**src/rtl/fifo_ctrl.sv**
```systemverilog
// fifo_ctrl: control stage for a 2**PTR_W entry FIFO.
//
// Sits directly upstream of the write/read pointer registers and the storage
// array. Converts producer push and consumer pop requests into per-cycle
// pointer strobes and the storage write enable. Also tracks occupancy and
// reports full / empty / almost_full plus sticky overflow / underflow flags.
//
// Ports:
//   ck          in   system clock, rising edge
//   reset_n     in   asynchronous active-low reset
//   push        in   producer write request this cycle
//   pop         in   consumer read request this cycle
//   clear       in   synchronous flush request (priority over push/pop)
//   clr_ptr     out  clear strobe to both pointer registers (combinational)
//   inc_wr      out  write-pointer increment strobe (combinational)
//   inc_rd      out  read-pointer increment strobe (combinational)
//   we          out  storage write enable, identical to inc_wr
//   full        out  occupancy == DEPTH (decoded from state register)
//   empty       out  occupancy == 0 (decoded from state register)
//   almost_full out  occupancy >= AF_LEVEL (registered)
//   count       out  occupancy 0..DEPTH (registered)
//   overflow    out  sticky: push rejected because FIFO was full
//   underflow   out  sticky: pop rejected because FIFO was empty
//   dbg_state   out  current FSM state (0 EMPTY, 1 PARTIAL, 2 FULL)
//
// Handshake: a request is a single-cycle level on push/pop. When the matching
// strobe (inc_wr / inc_rd) is high in that same cycle the request is taken on
// the next rising edge of ck; when the strobe is low the request is dropped
// (the requester is not stalled, and a dropped push while full or a dropped
// pop while empty raises the matching sticky error flag).
module fifo_ctrl #(
  parameter int PTR_W    = 4,
  parameter int AF_LEVEL = 14
) (
  input  logic             ck,
  input  logic             reset_n,
  input  logic             push,
  input  logic             pop,
  input  logic             clear,
  output logic             clr_ptr,
  output logic             inc_wr,
  output logic             inc_rd,
  output logic             we,
  output logic             full,
  output logic             empty,
  output logic             almost_full,
  output logic [PTR_W:0]   count,
  output logic             overflow,
  output logic             underflow,
  output logic [1:0]       dbg_state
);

  localparam int             DEPTH   = 2 ** PTR_W;
  localparam logic [PTR_W:0] DEPTH_C = (PTR_W + 1)'(DEPTH);
  localparam logic [PTR_W:0] AF_C    = (PTR_W + 1)'(AF_LEVEL);
  localparam logic [PTR_W:0] ZERO_C  = '0;

  typedef enum logic [1:0] {
    ST_EMPTY   = 2'd0,
    ST_PARTIAL = 2'd1,
    ST_FULL    = 2'd2
  } state_t;

  state_t           state;
  state_t           state_next;
  logic [PTR_W:0]   count_next;
  logic             af_next;
  logic             overflow_next;
  logic             underflow_next;
  logic             wr_ok;
  logic             rd_ok;

  // Full and empty come straight from the state register so they are glitch
  // free and agree with count by construction.
  assign full      = (state == ST_FULL);
  assign empty     = (state == ST_EMPTY);
  assign dbg_state = state;

  // ---------------------------------------------------------------------------
  // Accept logic and strobes. A push into a full FIFO is still accepted when a
  // pop happens on the same edge: storage is read asynchronously, so the
  // oldest entry leaves before the freed slot is overwritten.
  // Strobes are held low during reset so pointers/storage see no activity.
  // ---------------------------------------------------------------------------
  always_comb begin
    wr_ok   = push & (~full | pop);
    rd_ok   = pop & ~empty;
    clr_ptr = clear & reset_n;
    inc_wr  = wr_ok & ~clear & reset_n;
    inc_rd  = rd_ok & ~clear & reset_n;
    we      = inc_wr;
  end

  // ---------------------------------------------------------------------------
  // Next-state, next-count and flag logic.
  // count_next is computed in PTR_W+1 bits; the accept rules guarantee it
  // stays within 0..DEPTH, so no wrap handling is needed.
  // ---------------------------------------------------------------------------
  always_comb begin
    state_next     = state;
    count_next     = count;
    af_next        = almost_full;
    overflow_next  = overflow;
    underflow_next = underflow;

    if (clear) begin
      count_next     = ZERO_C;
      state_next     = ST_EMPTY;
      overflow_next  = 1'b0;
      underflow_next = 1'b0;
    end else begin
      count_next = count + {{PTR_W{1'b0}}, wr_ok} - {{PTR_W{1'b0}}, rd_ok};

      if (push & full & ~pop) begin
        overflow_next = 1'b1;
      end
      if (pop & empty) begin
        underflow_next = 1'b1;
      end

      case (state)
        ST_EMPTY: begin
          if (wr_ok) begin
            state_next = ST_PARTIAL;
          end
        end
        ST_PARTIAL: begin
          if (count_next == DEPTH_C) begin
            state_next = ST_FULL;
          end else if (count_next == ZERO_C) begin
            state_next = ST_EMPTY;
          end
        end
        ST_FULL: begin
          // Push together with pop keeps the FIFO full.
          if (rd_ok & ~wr_ok) begin
            state_next = ST_PARTIAL;
          end
        end
        default: begin
          state_next = ST_EMPTY;
        end
      endcase
    end

    af_next = (count_next >= AF_C);
  end

  // ---------------------------------------------------------------------------
  // State register. Reset drops all occupancy; pointers have their own reset.
  // ---------------------------------------------------------------------------
  always_ff @(posedge ck or negedge reset_n) begin
    if (!reset_n) begin
      state       <= ST_EMPTY;
      count       <= ZERO_C;
      almost_full <= 1'b0;
      overflow    <= 1'b0;
      underflow   <= 1'b0;
    end else begin
      state       <= state_next;
      count       <= count_next;
      almost_full <= af_next;
      overflow    <= overflow_next;
      underflow   <= underflow_next;
    end
  end

endmodule

```
**config.mk**
```make
export PLATFORM = sky130hd
export DESIGN_NAME = fifo_ctrl
export DESIGN_NICKNAME = d
export VERILOG_FILES = /design/src/rtl/fifo_ctrl.sv
export SDC_FILE = /design/constraint.sdc
export NUM_CORES = 1
export LEC_CHECK = 0
export BUFFER_PORTS_ARGS = -buffer_cell sky130_fd_sc_hd__buf_4
export CAP_MARGIN = 30
export CORE_MARGIN = 8
export CORE_UTILIZATION = 48
export DETAILED_ROUTE_END_ITERATION = 8
export GPL_TIMING_DRIVEN = 0
export PLACE_DENSITY = 0.79
export SETUP_SLACK_MARGIN = 0.2
export SKIP_CTS_REPAIR_TIMING = 1
export SLEW_MARGIN = 20
export SYNTH_ARGS = -nofsm -noshare
export SYNTH_HDL_FRONTEND = slang
export SYNTH_SLANG_ARGS = --single-unit
```
**constraint.sdc**
```tcl
create_clock -name ck -period 3.8 [get_ports ck]
set_input_delay 0.19 -clock ck [delete_from_list [all_inputs] [get_ports ck]]
set_output_delay 0.19 -clock ck [all_outputs]
set_load 0.01 [all_outputs]
```
==> results.txt, run 1 <==
----------------------------------------------------
[Detailed routing]
  Mean routed wirelength per cell ... 14.2 µm
  Routed Wire Length ... 1550 µm
  Detailed-route DRC error count ... 0
  First-iteration detailed-routing DRC count ... 5
  Via Count ... 585
  Iteration count of the initial detailed-routing pass ... 4
  Number of vias per cell ... roughly 5.4
  Post-DRT Antenna Nets ... 0

[Critical path]
  Critical path data arrival time ... 3.17 ns
  Startpoint types ... flip-flop
  Data required time at the worst endpoint ... approximately 4 ns
  Critical path class ... reg2reg
  Minimum setup slack among reg-to-reg paths ... 0.82 ns
  Kind of capture point of the worst setup path ... flip-flop
  Critical-path maximum fanout ... 8

[Synthesis]
  Summed instance area of the synthesized netlist ... 661 µm²
  Top cell type's share of synthesized area ... a little under two fifths
  Syn nets ... 82
  Largest family of logic cells by synthesized area ... simple AND/OR/NAND/NOR gates
  Mapped Cells ... 70
  Number of enable flip-flop cells after synthesis ... 0
  Portion of the post-synthesis area used by sequential elements ... 37.9%
  Adder-cell share of the synthesized area ... 14.4%
  Post-synthesis compound-gate area fraction ... 8.52%
  Share of synthesized cell area in and, or, nand and nor gates ... between 20% and 30%
  Yosys reg bits ... 10
  Dominant cell type by area after synthesis ... sky130_fd_sc_hd__dfrtp_1
  Synthesized area per cell ... between 9 and 10 µm²
  Synthesis warning total ... 0
  Most frequently used flop master after synthesis ... sky130_fd_sc_hd__dfrtp_1
  Parity-gate share of the synthesized area counting xor and xnor cells ... about 4.0%
  Synth area leaders ... sky130_fd_sc_hd__dfrtp_1, sky130_fd_sc_hd__ha_1, sky130_fd_sc_hd__nor2_1
  Share of synthesized registers carrying an async set or reset ... 100%
  Count of unique library cells instantiated by Yosys ... 29
  Share of cell area taken by muxes after synthesis ... ~1.7%

[Die]
  Die span in y ... 53.1 µm
  Placement Rows ... 13
  Core region area ... 1300 µm²
  I/O pin count ... 21
  Initial standard-cell utilization of the core ... between 50% and 60%
  Die footprint ... 2820 µm²
  Die extent in x ... 53.1 µm

[Power and ir drop]
  Leakage power ... 0.447 nW
  Power per cell area ... 671 nW/µm²
  Maximum vdd ir drop ... about 0.35 mV
  Overall Power ... 578 µW

[CTS]
  Num Clock Sinks ... 10
  CTS Buf Count ... 3
  CTS tree ... done
  Clock root cell ... sky130_fd_sc_hd__clkbuf_4
  Source-to-sink clock delay at the later pin of the worst-skew pair ... 0.27 ns
  Clock buffer depth ... 2
  Clock transition at path regs ... approximately 0.070 ns
  Number of H-tree branching levels ... 1

[Place]
  Final GP Congestion ... 0.812
  Number of placed instances with taps included ... 105
  Detail Placement HPWL ... 1230 µm
  Placed standard-cell area ... 830 µm²
  Number of buffers inserted by port buffering ... 20

[Timing]
  Final critical-path share of the clock period ... 78.4%
  Least-Margin Pin Slew ... 0.261 ns
  Final Hold Fails ... 0
  Final min period ... 2.98 ns
  Number of setup violations in the final report ... 0
  Final sum of negative setup slack ... 0 ns
  Tightest slew margin relative to the limit ... 82.4%
  Setup clock skew after layout ... 0.00529 ns
  Number of max-slew violations in the final report ... 0
  RSZ-0062 raised after global routing ... no
  Max Freq ... 336 MHz

[Finish]
  Post-route non-filler standard cell count ... approximately 110
  Proportion of layout cells with a drive suffix above 1 ... between 20% and 30%
  Layout Cell Area excl Fill ... between 800 and 900 µm²
  Net count, final ... 108
  Combined area of the multi-input logic cells ... 362 µm²
  Antenna diode count ... 0
  Area occupied by registers ... 250 µm²
  Area growth, synth to finish ... 30.5%
  Final-layout fill cell count ... around 120

[GRT]
  Global route overflow ... 0
  First-pass GRT wire length ... 2620 µm
  Pin count of the biggest net entering global routing ... 14
  GR Util All Layers ... 12.8%
  Initial antenna violation count ... 0
  Via count of the first global-routing pass ... 644

[Run status]
  Run status ... completed

[Min path]
  Tightest Hold Check Type ... in2reg

[Run]
  Max-cap viol count ... 0

----------------------------------------------------
## final cells by class
| cell class | instances | area share [%] |
|---|---|---|
| repair buffers | 21 | 18.6 |
| multi-input cells | 50 | 41.9 |
| inverters | 8 | 3.48 |
| well taps | 15 | 2.18 |
| plain buffers | 2 | 2.18 |
| clock buffers | 3 | 2.61 |
| flip-flops and latches | 10 | 29.0 |
## synthesized netlist by cell type (all sizes together), types with 2 or more instances
library cell and number:
a21oi 5, nor2 11, xnor2 2, nand3 2
inv 8, nor2b 3, buf 2, ha 6
nand2b 3, dfrtp 10
## placed cells by master (no fill, tap or decap), drive strengths merged, types with 2 or more instances in the layout
cell type  synthesis  routed
xnor2              2       2
dfrtp             10      10
inv                8       8
a21oi              5       5
nor2              11      11
nor2b              3       3
clkbuf             0       3
nand2b             3       3
nand3              2       2
buf                2      22
ha                 6       6
## path summary, 6_finish.rpt
path | start | to | depth (start not counted)
max | dbg_state[0] | dbg_state[0] | 11
max reg2reg | dbg_state[0] | dbg_state[0] | 11
min in group asynchronous | reset_n | underflow | 2
min | clear | count[1] | 2
min reg2reg | overflow | overflow | 2
max in group asynchronous | reset_n | dbg_state[1] | 2
## sequential cells by signal, indices dropped and copies added (netlist names)
| signal | count |
|---|---|
| count | 5 |
| dbg_state | 2 |
| almost_full | 1 |
| overflow | 1 |
| underflow | 1 |
## cells by family (layout without fill, tap and decap cells)
group / after synthesis / count (layout)
and+or+nand+nor: 30 / 30
DFF: 10 / 10
adders and majority gates: 7 / 7
muxes: 1 / 1
AOI/OAI and AO/OA: 9 / 9
buffers and inverters: 10 / 34
xor gates and xnor gates: 3 / 3
## worst max-delay path, cell delays in order (launching register included)
cell and delay (ns):
sky130_fd_sc_hd__dfrtp_1 0.46, sky130_fd_sc_hd__nand2b_1 0.22, sky130_fd_sc_hd__o21ai_1 0.24, sky130_fd_sc_hd__ha_1 0.27
sky130_fd_sc_hd__inv_1 0.05, sky130_fd_sc_hd__ha_1 0.15, sky130_fd_sc_hd__inv_1 0.05, sky130_fd_sc_hd__fa_1 0.49
sky130_fd_sc_hd__nor4bb_1 0.16, sky130_fd_sc_hd__and4_1 0.20, sky130_fd_sc_hd__or4_1 0.47, sky130_fd_sc_hd__a21oi_1 0.15
## power breakdown
group / switching, mW / internal, mW
clock: 0.0382 / 0.0367
combinational: 0.177 / 0.163
sequential: 0.0265 / 0.137
## layer usage
metal	global-route usage, %	routed length [µm]
met5	0	0
met4	10.9	40
met3	6.16	149
met2	20.3	744
met1	12.1	611
## per-stage QoR
step	hold slack (ns)	utilization (%)	setup WS, ns
global route	0.113	66.3	0.623
detailed placement	0.0373	63.7	0.849
finish	0.111	66.3	0.822
floorplan	-0.106	-	1.03
CTS	-0.255	65.5	0.829
global placement	0.0329	63.7	0.878
Power figures use the tool's default switching activity.
==> run 2, diff against run 1 <==
==> constraint.sdc (replaced) <==
create_clock -name ck -period 3 [get_ports ck]
set_input_delay 0.15 -clock ck [delete_from_list [all_inputs] [get_ports ck]]
set_output_delay 0.15 -clock ck [all_outputs]
set_load 0.01 [all_outputs]
==> run 2 against run 1 <==
- maximum frequency grew 8.2%
- die area is the same
- worst hold slack lost 0.039 ns
- clock skew shrank 0.0023 ns
- sequential power grew 30%
- design area grew 13%
- register-to-register slack lost 0.57 ns
==> results.txt, run 2 (same netlist as run 1, synthesis figures left out) <==
----------------------------------------------------
[Min path]
  Tightest Hold Check Type ... in2reg
  Capture endpoint of the worst hold path ... count[1]
  Startpoint of the most critical hold path ... clear
  Worst hold path depth ... 2

[GRT]
  Pin count of the biggest net entering global routing ... 14
  Global route overflow ... 0
  Via count of the first global-routing pass ... ~640
  Fraction of met2 tracks used by global routing ... just over 20%
  Met3 demand-to-capacity share in global routing ... 6.16%
  First-pass GRT wire length ... around 2600 µm
  GR Util All Layers ... 12.8%
  Global routing's busiest layer ... met2
  Met1 track demand over resource in global routing ... 12.1%
  Initial antenna violation count ... 0

[CTS]
  Clock buffer depth ... 2
  Number of H-tree branching levels ... 1
  Num Clock Sinks ... 10
  Clock root cell ... sky130_fd_sc_hd__clkbuf_4
  Clock transition at path regs ... 0.07 ns
  CTS tree ... done
  Source-to-sink clock delay at the later pin of the worst-skew pair ... 0.28 ns
  CTS Buf Count ... 3

[Run]
  Max-cap viol count ... 0

[Finish]
  Top library cells by usage in the layout, fill and taps aside ... sky130_fd_sc_hd__buf_4, sky130_fd_sc_hd__nor2_1, sky130_fd_sc_hd__dfrtp_1
  Layout Cell Area excl Fill ... 978 µm²
  Area occupied by registers ... 253 µm²
  Net count, final ... 112
  Share of the core filled with cells in the final layout ... 75.2%
  Proportion of layout cells with a drive suffix above 1 ... 44.9%
  Antenna diode count ... 0
  Number of flip-flops under the largest register name ... 5
  Final-layout fill cell count ... 91
  Combined area of the multi-input logic cells ... about 450 µm²
  Area growth, synth to finish ... 48.1%
  Largest register by flop count ... count
  Leading cell type in the layout, fill and taps excluded ... sky130_fd_sc_hd__buf_4

[Die]
  I/O pin count ... 21
  Die span in y ... 53.1 µm
  Placement Rows ... 13
  Die footprint ... 2820 µm²
  Core region area ... 1300 µm²
  Initial standard-cell utilization of the core ... 50.8%
  Die extent in x ... 53.1 µm

[Power and ir drop]
  Leakage power ... 0.481 nW
  Overall Power ... 849 µW
  Maximum vdd ir drop ... 0.574 mV
  Power per cell area ... 868 nW/µm²

[Timing]
  Max Freq ... ~360 MHz
  Number of setup violations in the final report ... 0
  Final min period ... between 2 and 3 ns
  Smallest setup slack after layout ... 0.248 ns
  Final Hold Fails ... 0
  Tightest slew margin relative to the limit ... about four fifths
  Final critical-path share of the clock period ... 91.7%
  Number of max-slew violations in the final report ... 0
  Setup clock skew after layout ... 0.00300 ns
  Final sum of negative setup slack ... 0 ns
  Least-Margin Pin Slew ... 0.300 ns
  RSZ-0062 raised after global routing ... no

[Run status]
  Run status ... completed

[Detailed routing]
  First-iteration detailed-routing DRC count ... 7
  Detailed-route DRC error count ... 0
  Number of vias per cell ... 5.54
  Via Count ... 626
  Routed Wire Length ... 1780 µm
  Post-DRT Antenna Nets ... 0
  Mean routed wirelength per cell ... 15.7 µm
  Iteration count of the initial detailed-routing pass ... 3

[Critical path]
  Register-to-Register Path Depth ... 11
  Endpoint of the most critical register-to-register path ... dbg_state[0]
  Critical-path maximum fanout ... 4
  Critical path class ... reg2reg
  Startpoint types ... flip-flop
  Critical path data arrival time ... about 3.0 ns
  Minimum setup slack among reg-to-reg paths ... 0.25 ns
  Kind of capture point of the worst setup path ... flip-flop
  Startpoint of the worst register-to-register path ... dbg_state[0]
  Data required time at the worst endpoint ... 3.21 ns

[Place]
  Final GP Congestion ... between 0.8 and 0.9
  Detail Placement HPWL ... 1230 µm
  Number of buffers inserted by port buffering ... 20
  Worst Setup Slack post-DPL ... 0.0493 ns
  Placed standard-cell area ... 830 µm²

----------------------------------------------------
## run 2: final cells by class
cell class              count  area share (%)
plain buffers               2            1.92
clock buffers               3            2.30
inverters                   8            3.07
multi-input cells          50            45.5
flip-flops and latches     10            25.8
well taps                  15            1.92
repair buffers             25            19.4
## run 2: where the power goes
group | total (mW) | switching [mW] | internal (mW)
Sequential | 0.213 | 0.0377 | 0.175
Combinational | 0.537 | 0.263 | 0.274
Clock | 0.0991 | 0.0525 | 0.0467
Total | 0.849 | 0.353 | 0.496
## run 2: worst max-delay path, stage by stage (launching register included)
cell                       delay, ns
sky130_fd_sc_hd__dfrtp_2        0.45
sky130_fd_sc_hd__nand2b_4       0.17
sky130_fd_sc_hd__o21ai_4        0.18
sky130_fd_sc_hd__ha_4           0.22
sky130_fd_sc_hd__inv_2          0.06
sky130_fd_sc_hd__ha_4           0.12
sky130_fd_sc_hd__inv_2          0.04
sky130_fd_sc_hd__fa_1           0.52
sky130_fd_sc_hd__nor4bb_4       0.19
sky130_fd_sc_hd__and4_1         0.18
sky130_fd_sc_hd__or4_4          0.42
sky130_fd_sc_hd__a21oi_2        0.14
## run 2: per-layer routing
metal	part of all wire [%]	vias up	routed length, µm
met2	50	26	884
met3	9.0	6	160
met4	3.2	0	57
met5	0	-	0
li1	-	298	-
met1	38	296	677
## run 2: how the worst max path moves through the flow
stage                            start           end  slack [ns]  cells past startpoint
after floorplan           dbg_state[1]  dbg_state[0]        0.23                     11
after detailed placement  dbg_state[0]  dbg_state[0]        0.05                     11
final                     dbg_state[0]  dbg_state[0]        0.25                     11
after CTS                 dbg_state[0]  dbg_state[0]        0.03                     11
after global routing      dbg_state[0]  dbg_state[0]        0.18                     11
after global placement    dbg_state[0]  dbg_state[0]        0.08                     11
## run 2: through the flow
stage | cells | hold WS [ns]
detailed placement | 105 | -0.00270
CTS | 108 | -0.295
global placement | 105 | -0.00710
finish | 113 | 0.0719
global route | 113 | 0.0740
floorplan | 70 | -0.146
